==> config.mk <==
export PLATFORM = sky130hd
export DESIGN_NAME = fetch_stage_flat
export DESIGN_NICKNAME = d
export VERILOG_FILES = /design/src/rtl/fetch_stage_pkg.sv /design/src/rtl/fetch_stage_if.sv /design/src/rtl/fetch_stage.sv /design/src/flat_wrapper.sv
export SDC_FILE = /design/constraint.sdc
export NUM_CORES = 1
export LEC_CHECK = 0
export BUFFER_PORTS_ARGS = -buffer_cell sky130_fd_sc_hd__clkbuf_2
export CAP_MARGIN = 20
export CORE_AREA = 2 2 147 149
export DETAILED_ROUTE_END_ITERATION = 12
export DIE_AREA = 0 0 149 151
export PLACE_DENSITY = 0.57
export SLEW_MARGIN = 20
export SYNTH_ARGS = -nofsm -noshare
export SYNTH_HDL_FRONTEND = slang
export SYNTH_SLANG_ARGS = --single-unit
==> constraint.sdc <==
create_clock -name clk -period 2 [get_ports clk]
set_input_delay 0 -clock clk [delete_from_list [all_inputs] [get_ports clk]]
set_output_delay 0 -clock clk [all_outputs]
set_load 0.02 [all_outputs]
==> src/rtl/fetch_stage_pkg.sv <==
// Shared types and defaults for the instruction-fetch stage.
package fetch_stage_pkg;

    localparam int unsigned ADDR_W  = 32;
    localparam int unsigned CODE_W  = 5;

    localparam logic [ADDR_W-1:0] RESET_PC_DFLT = 32'hbfc00000;
    localparam logic [CODE_W-1:0] EXC_ADEL_DFLT = 5'd4;
    localparam logic [CODE_W-1:0] EXC_TLBL_DFLT = 5'd2;

    typedef enum logic [1:0] {
        S_IDLE = 2'd0,
        S_REQ  = 2'd1,
        S_WAIT = 2'd2
    } fetch_state_e;

    // Slot handed to decode.
    typedef struct packed {
        logic              valid;
        logic [ADDR_W-1:0] pc;
        logic              cancelled;
        logic              exc;
        logic              exc_miss;
        logic [CODE_W-1:0] exccode;
    } fetch_slot_t;

    // Word fetches must be 4-byte aligned.
    function automatic logic is_misaligned(input logic [ADDR_W-1:0] addr);
        return addr[1:0] != 2'b00;
    endfunction

endpackage

==> src/rtl/fetch_stage_if.sv <==
// SRAM-like instruction request channel: one outstanding request at most.
interface fetch_stage_if;
    import fetch_stage_pkg::*;

    logic              inst_req;
    logic [ADDR_W-1:0] inst_addr;
    logic              inst_addr_ok;
    logic              inst_data_ok;

    modport master (
        output inst_req,
        output inst_addr,
        input  inst_addr_ok,
        input  inst_data_ok
    );

    modport slave (
        input  inst_req,
        input  inst_addr,
        output inst_addr_ok,
        output inst_data_ok
    );
endinterface

==> src/rtl/fetch_stage.sv <==
// Instruction-fetch stage: owns the fetch PC, drives the instruction bus and
// presents the slot consumed by decode. Branch targets apply after the delay
// slot is accepted; exception redirects apply immediately.
module fetch_stage
    import fetch_stage_pkg::*;
#(
    parameter logic [ADDR_W-1:0] RESET_PC = RESET_PC_DFLT,
    parameter logic [CODE_W-1:0] EXC_ADEL = EXC_ADEL_DFLT,
    parameter logic [CODE_W-1:0] EXC_TLBL = EXC_TLBL_DFLT
) (
    input  logic                 clk,
    input  logic                 resetn,
    fetch_stage_if.master        bus,
    input  logic                 itlb_miss,
    input  logic                 itlb_invalid,
    input  logic                 de_advance,
    input  logic                 br_valid,
    input  logic [ADDR_W-1:0]    br_target,
    input  logic                 exc_redirect,
    input  logic [ADDR_W-1:0]    exc_target,
    output logic                 valid_o,
    output logic [ADDR_W-1:0]    pc_o,
    output logic                 cancelled_o,
    output logic                 exc_o,
    output logic                 exc_miss_o,
    output logic [CODE_W-1:0]    exccode_o,
    output logic [ADDR_W-1:0]    perfcnt_redirect
);

    fetch_state_e      state_q, state_d;
    logic [ADDR_W-1:0] pc_q, pc_d;
    logic              br_pending_q, br_pending_d;
    logic [ADDR_W-1:0] br_tgt_q, br_tgt_d;
    logic [ADDR_W-1:0] perf_q, perf_d;
    fetch_slot_t       slot_q, slot_d;

    logic slot_free;
    logic misaligned;
    logic fexc;
    logic addr_acc;

    // Next-state, PC, branch-pending and slot update.
    always_comb begin
        state_d      = state_q;
        pc_d         = pc_q;
        br_pending_d = br_pending_q;
        br_tgt_d     = br_tgt_q;
        perf_d       = perf_q;
        slot_d       = slot_q;

        slot_free  = !slot_q.valid || de_advance;
        misaligned = is_misaligned(pc_q);
        fexc       = misaligned || itlb_miss || itlb_invalid;
        addr_acc   = (state_q == S_REQ) && bus.inst_addr_ok;

        // Decode took the slot; a load below may refill it in the same cycle.
        if (de_advance) begin
            slot_d.valid     = 1'b0;
            slot_d.cancelled = 1'b0;
        end

        if (exc_redirect) begin
            pc_d            = exc_target;
            br_pending_d    = 1'b0;
            perf_d          = perf_q + 32'd1;
            slot_d.exc      = 1'b0;
            slot_d.exc_miss = 1'b0;
            slot_d.exccode  = '0;
            if (((state_q == S_WAIT) && !bus.inst_data_ok) || addr_acc) begin
                // A response is still owed; keep a squashed slot until it drains.
                slot_d.valid     = 1'b1;
                slot_d.cancelled = 1'b1;
                if (addr_acc) begin
                    slot_d.pc = pc_q;
                end
                state_d = S_WAIT;
            end else begin
                slot_d.valid     = 1'b0;
                slot_d.cancelled = 1'b0;
                state_d          = S_IDLE;
            end
        end else begin
            // Taken branch not consumed by an accept this cycle waits for the next one.
            if (br_valid && !addr_acc) begin
                br_pending_d = 1'b1;
                br_tgt_d     = br_target;
            end
            case (state_q)
                S_IDLE: begin
                    if (slot_free) begin
                        if (fexc) begin
                            slot_d.valid     = 1'b1;
                            slot_d.pc        = pc_q;
                            slot_d.cancelled = 1'b0;
                            slot_d.exc       = 1'b1;
                            slot_d.exc_miss  = itlb_miss && !misaligned;
                            slot_d.exccode   = misaligned ? EXC_ADEL : EXC_TLBL;
                        end else begin
                            state_d = S_REQ;
                        end
                    end
                end
                S_REQ: begin
                    if (bus.inst_addr_ok) begin
                        slot_d.valid     = 1'b1;
                        slot_d.pc        = pc_q;
                        slot_d.cancelled = 1'b0;
                        slot_d.exc       = 1'b0;
                        slot_d.exc_miss  = 1'b0;
                        slot_d.exccode   = '0;
                        if (br_valid) begin
                            pc_d   = br_target;
                            perf_d = perf_q + 32'd1;
                        end else if (br_pending_q) begin
                            pc_d   = br_tgt_q;
                            perf_d = perf_q + 32'd1;
                        end else begin
                            pc_d = pc_q + 32'd4;
                        end
                        br_pending_d = 1'b0;
                        state_d      = S_WAIT;
                    end
                end
                S_WAIT: begin
                    if (bus.inst_data_ok) begin
                        state_d = (slot_free && !fexc) ? S_REQ : S_IDLE;
                    end
                end
                default: state_d = S_IDLE;
            endcase
        end
    end

    // State and datapath registers.
    always_ff @(posedge clk or negedge resetn) begin
        if (!resetn) begin
            state_q      <= S_IDLE;
            pc_q         <= RESET_PC;
            br_pending_q <= 1'b0;
            br_tgt_q     <= '0;
            perf_q       <= '0;
            slot_q       <= '0;
        end else begin
            state_q      <= state_d;
            pc_q         <= pc_d;
            br_pending_q <= br_pending_d;
            br_tgt_q     <= br_tgt_d;
            perf_q       <= perf_d;
            slot_q       <= slot_d;
        end
    end

    assign bus.inst_req  = (state_q == S_REQ);
    assign bus.inst_addr = pc_q;

    assign valid_o          = slot_q.valid;
    assign pc_o             = slot_q.pc;
    assign cancelled_o      = slot_q.cancelled;
    assign exc_o            = slot_q.exc;
    assign exc_miss_o       = slot_q.exc_miss;
    assign exccode_o        = slot_q.exccode;
    assign perfcnt_redirect = perf_q;

endmodule

==> src/flat_wrapper.sv <==
// flat-port wrapper written by rule: the top's interface ports become plain ports
module fetch_stage_flat import fetch_stage_pkg::*;
#(
    parameter logic [ADDR_W-1:0] RESET_PC = RESET_PC_DFLT,
    parameter logic [CODE_W-1:0] EXC_ADEL = EXC_ADEL_DFLT,
    parameter logic [CODE_W-1:0] EXC_TLBL = EXC_TLBL_DFLT
)
  (clk, resetn, itlb_miss, itlb_invalid, de_advance, br_valid, br_target, exc_redirect, exc_target, valid_o, pc_o, cancelled_o, exc_o, exc_miss_o, exccode_o, perfcnt_redirect, bus_inst_req, bus_inst_addr, bus_inst_addr_ok, bus_inst_data_ok);
  fetch_stage_if bus_i ();
  input  logic clk;
  input  logic resetn;
  input  logic itlb_miss;
  input  logic itlb_invalid;
  input  logic de_advance;
  input  logic br_valid;
  input  logic [ADDR_W-1:0] br_target;
  input  logic exc_redirect;
  input  logic [ADDR_W-1:0] exc_target;
  output logic valid_o;
  output logic [ADDR_W-1:0] pc_o;
  output logic cancelled_o;
  output logic exc_o;
  output logic exc_miss_o;
  output logic [CODE_W-1:0] exccode_o;
  output logic [ADDR_W-1:0] perfcnt_redirect;
  output wire logic [$bits(bus_i.inst_req)-1:0] bus_inst_req;
  output wire logic [$bits(bus_i.inst_addr)-1:0] bus_inst_addr;
  input wire logic [$bits(bus_i.inst_addr_ok)-1:0] bus_inst_addr_ok;
  input wire logic [$bits(bus_i.inst_data_ok)-1:0] bus_inst_data_ok;
  assign bus_inst_req = bus_i.inst_req;
  assign bus_inst_addr = bus_i.inst_addr;
  assign bus_i.inst_addr_ok = bus_inst_addr_ok;
  assign bus_i.inst_data_ok = bus_inst_data_ok;
  fetch_stage #(.RESET_PC(RESET_PC), .EXC_ADEL(EXC_ADEL), .EXC_TLBL(EXC_TLBL)) u_core (.clk(clk), .resetn(resetn), .bus(bus_i), .itlb_miss(itlb_miss), .itlb_invalid(itlb_invalid), .de_advance(de_advance), .br_valid(br_valid), .br_target(br_target), .exc_redirect(exc_redirect), .exc_target(exc_target), .valid_o(valid_o), .pc_o(pc_o), .cancelled_o(cancelled_o), .exc_o(exc_o), .exc_miss_o(exc_miss_o), .exccode_o(exccode_o), .perfcnt_redirect(perfcnt_redirect));
endmodule
==> impl_metrics.py <==
metrics = {
    "detailed_routing": {
        "ant_nets": 0,
        "wl_per_cell_um": 18.1,
        "drtPass1Iterations": 5,
        "routed_wl_um": 22500,
        "drc_errors": 0,
        "viasPerCell": 5.22,
        "first_iter_violations": 340,
        "vias": 6474,
    },
    "yosys": {
        "synthCells": 658,
        "ys_seq_elements": 137,
        "ys.flop_type": "dfrtp_1",
        "synth-edff-count": 0,
        "yosysWarnings": 0,
        "ys_seq_area_share_pct": 48.9,
        "synth_compound_area_share_pct": 15.5,
        "synthArstFlopShare_pct": 100,
        "synth-simple-area-share_pct": 16.4,
        "muxShareOfSynthArea_pct": 11.0,
        "synth_fa_ha_area_share_pct": 0.356,
        "synth.distinct_cells": 79,
        "synth_area_um2": 7040,
        "synth-xor-area-share_pct": 4.32,
        "syn_area_per_cell_um2": 10.7,
        "synth_top_family_by_area": "simple AND/OR/NAND/NOR gates",
    },
    "placed_design": {
        "place.gp.congestion": 0.865,
        "portBuffers": 175,
        "dp_hpwl_um": 16600,
        "post-place-ws_ps": 107,
    },
    "setup_path": {
        "cp.arrival_ps": 2150,
        "crit_family": "simple AND/OR/NAND/NOR gates",
        "r2r_slack_ps": 140,
        "worstSetupStartpoint": "u_core.bus.inst_addr[14]",
        "path_class": "register to register",
        "worstReg2RegStart": "u_core.bus.inst_addr[14]",
        "r2r.worst_path.cells": 5,
        "rr_endpoint": "u_core.bus.inst_addr[30]",
        "worst_setup_path_end_kind": "register",
        "critPathBufInv": 0,
        "crit_chain": "nand4_1 -> nor2_1 -> and4_1 -> a21oi_1 -> a311o_1",
        "worstPathRequired_ps": 2290,
        "critPathMaxFanout": 6,
        "cp_slowest_cell": "dfrtp_1",
        "slowest_delay_ps": 520,
        "startpoint_type": "register",
    },
    "power": {
        "powerDensity_nw_per_um2": 909,
        "power_leakage_nw": 4.58,
        "p_switching_mw": 2.93,
        "seqPwrFrac_pct": 39.2,
        "peakVddDrop_mv": 0.547,
        "p_clk_share_pct": 35.3,
        "p_sw_share_pct": 32.3,
        "pwr-share-comb_pct": 25.5,
        "totalPowerFinal_mw": 9.07,
        "p_int_mw": 6.14,
    },
    "layout": {
        "utilization_pct": 47.9,
        "area_growth_pct": 41.8,
        "diodes": 0,
        "nets": 1027,
        "layout_commonest_cell": "clkbuf_2",
        "layout_common_cells": "clkbuf_2, dfrtp_1, dlygate4sd3_1, buf_4, mux2_2",
        "drive_gt1_share_pct": 38.8,
        "multi_input_area_um2": 3370,
        "register_area_um2": 3440,
        "fillers": 1991,
    },
    "grt": {
        "grtUsageTotal_pct": 20.1,
        "grt_max_degree": 54,
        "gr-total-overflow": 0,
        "grt_pass1_wl_um": 34600,
        "grt_antenna_before_repair": 0,
        "grt_pass1_vias": 6118,
    },
    "sta": {
        "final_max_slew_viol_count": 0,
        "period_share_pct": 92.9,
        "timing.hold.ws_ps": 24.5,
        "setup_violations": 0,
        "worst_pin_slew_ps": 571,
        "slew_headroom_pct": 62.0,
        "setup_ws_ps": 142,
        "rsz0062_at_grt": "false",
        "setup_tns_ps": 0,
        "hold_viol": 0,
        "skew_ps": 13.5,
        "fin_crit_ps": 1860,
        "fmax_ghz": 0.538,
    },
    "floorplanning": {
        "die_y_um": 151,
        "top_level_ports": 179,
        "die_area_um2": 22500,
        "rows": 53,
        "chipWidth_um": 149,
        "core_um2": 20800,
        "start_util_pct": 33.8,
    },
    "hold_path": {
        "whs_path_depth": 4,
        "hold_end": "u_core.exc_o",
        "min_from": "itlb_invalid",
        "hp-class": "primary input to register",
    },
    "run_status": {
        "status": "finished clean",
    },
    "cts": {
        "clockBufferDepth": 2,
        "cts.sinks": 137,
        "cts_tree": "yes",
        "root_buffer": "clkbuf_16",
        "cts-buffers-inserted": 17,
        "cts-htree-levels": 4,
        "cts.reportedPaths.clkPinSlew_ps": 60,
        "clk_latency_ps": 420,
    },
    "flow_run": {
        "max-cap-violations": 0,
    },
}
[how the worst max path moves through the flow]
stage                            endpoint  slack, ps  depth (start not counted)
2_1_floorplan    u_core.bus.inst_addr[30]         70                          6
3_3_place_gp     u_core.bus.inst_addr[18]        150                          6
3_5_place_dp   u_core.perfcnt_redirect[7]        110                          5
4_1_cts        u_core.perfcnt_redirect[7]         80                          5
5_1_grt          u_core.bus.inst_addr[18]         10                          5
6_report         u_core.bus.inst_addr[30]        140                          5
[through the flow]
step	instance area (µm²)	std cells
final	9980	1240
after global routing	9980	1240
after detailed placement	8670	1139
after CTS	9960	1240
after global placement	8670	1139
after floorplan	7040	660
[registers in the layout, indices dropped and copies added (netlist names), 2 cells and up]
register / count
u_core.exccode_o: 2
u_core.state_q: 2
u_core.br_tgt_q: 32
u_core.bus.inst_addr: 32
u_core.perfcnt_redirect: 32
u_core.pc_o: 32
[kinds of logic (layout without fill, tap and decap cells)]
| logic type | after synthesis | after routing |
|---|---|---|
| AO/OA/AOI/OAI | 160 | 160 |
| XOR/XNOR | 33 | 33 |
| adder cells (fa/ha/maj) | 2 | 2 |
| buffers and inverters | 50 | 355 |
| flip-flops | 137 | 137 |
| multiplexers | 69 | 69 |
| other | 1 | 3 |
| AND/OR/NAND/NOR | 206 | 206 |
[final cells by class]
cell class / instances / area share, %
flip-flops and latches: 137 / 34.5
inverters: 7 / 0.263
clock inverters: 14 / 1.64
clock buffers: 18 / 4.40
multi-input cells: 473 / 33.8
repair buffers: 316 / 21.9
well taps: 275 / 3.45
[worst reg2reg max path, cell delays in order (launching register included)]
cell and delay, ps:
dfrtp_1 520, nand4_1 200, nor2_1 250, and4_1 350
a21oi_1 100, a311o_1 310
[routing by layer]
layer	vias up	track usage, %	wire length [µm]
met5	-	0	0
met4	0	4.57	171
met3	11	3.80	1090
met2	224	31.7	10500
met1	3182	28.7	10700
li1	3057	-	-
[synth_stat cells (all sizes together) (4+ instances only)]
cell type | instances | area share (%)
o41ai | 5 | 0.62
mux2i | 4 | 0.57
and3 | 17 | 1.5
o22ai | 7 | 0.62
xor2 | 9 | 1.2
dfrtp | 128 | 46
nor3 | 17 | 1.5
inv | 6 | 0.32
a22oi | 6 | 0.64
a211oi | 6 | 0.64
clkbuf | 19 | 1.0
o211ai | 7 | 0.75
nor4 | 8 | 1.0
and2 | 7 | 0.62
o21ai | 41 | 2.9
a31oi | 8 | 0.71
buf | 24 | 2.1
xnor2 | 24 | 3.1
mux2 | 65 | 10
nand2 | 51 | 2.7
and4 | 6 | 0.78
dfstp | 9 | 3.4
nand3 | 32 | 2.7
nor2 | 36 | 1.9
o31ai | 4 | 0.62
a21oi | 30 | 2.1
a221oi | 11 | 1.4
nand4 | 16 | 1.7
[what timing repair did]
action,in CTS,in global routing
hold buffers,69,0
buffers inserted,0,0
hold endpoints to repair,188,0
endpoints found under the setup margin,0,5
resized for setup,0,4
[power groups by stage]
stage               Combinational, mW  Clock, mW  Sequential (mW)
floorplan                       0.807          0             4.02
global placement                 2.20          0             3.57
detailed placement               2.21          0             3.60
CTS                              2.33       3.29             3.55
global route                     2.50       3.40             3.61
finish                           2.31       3.20             3.56
Power figures use the tool's default switching activity.
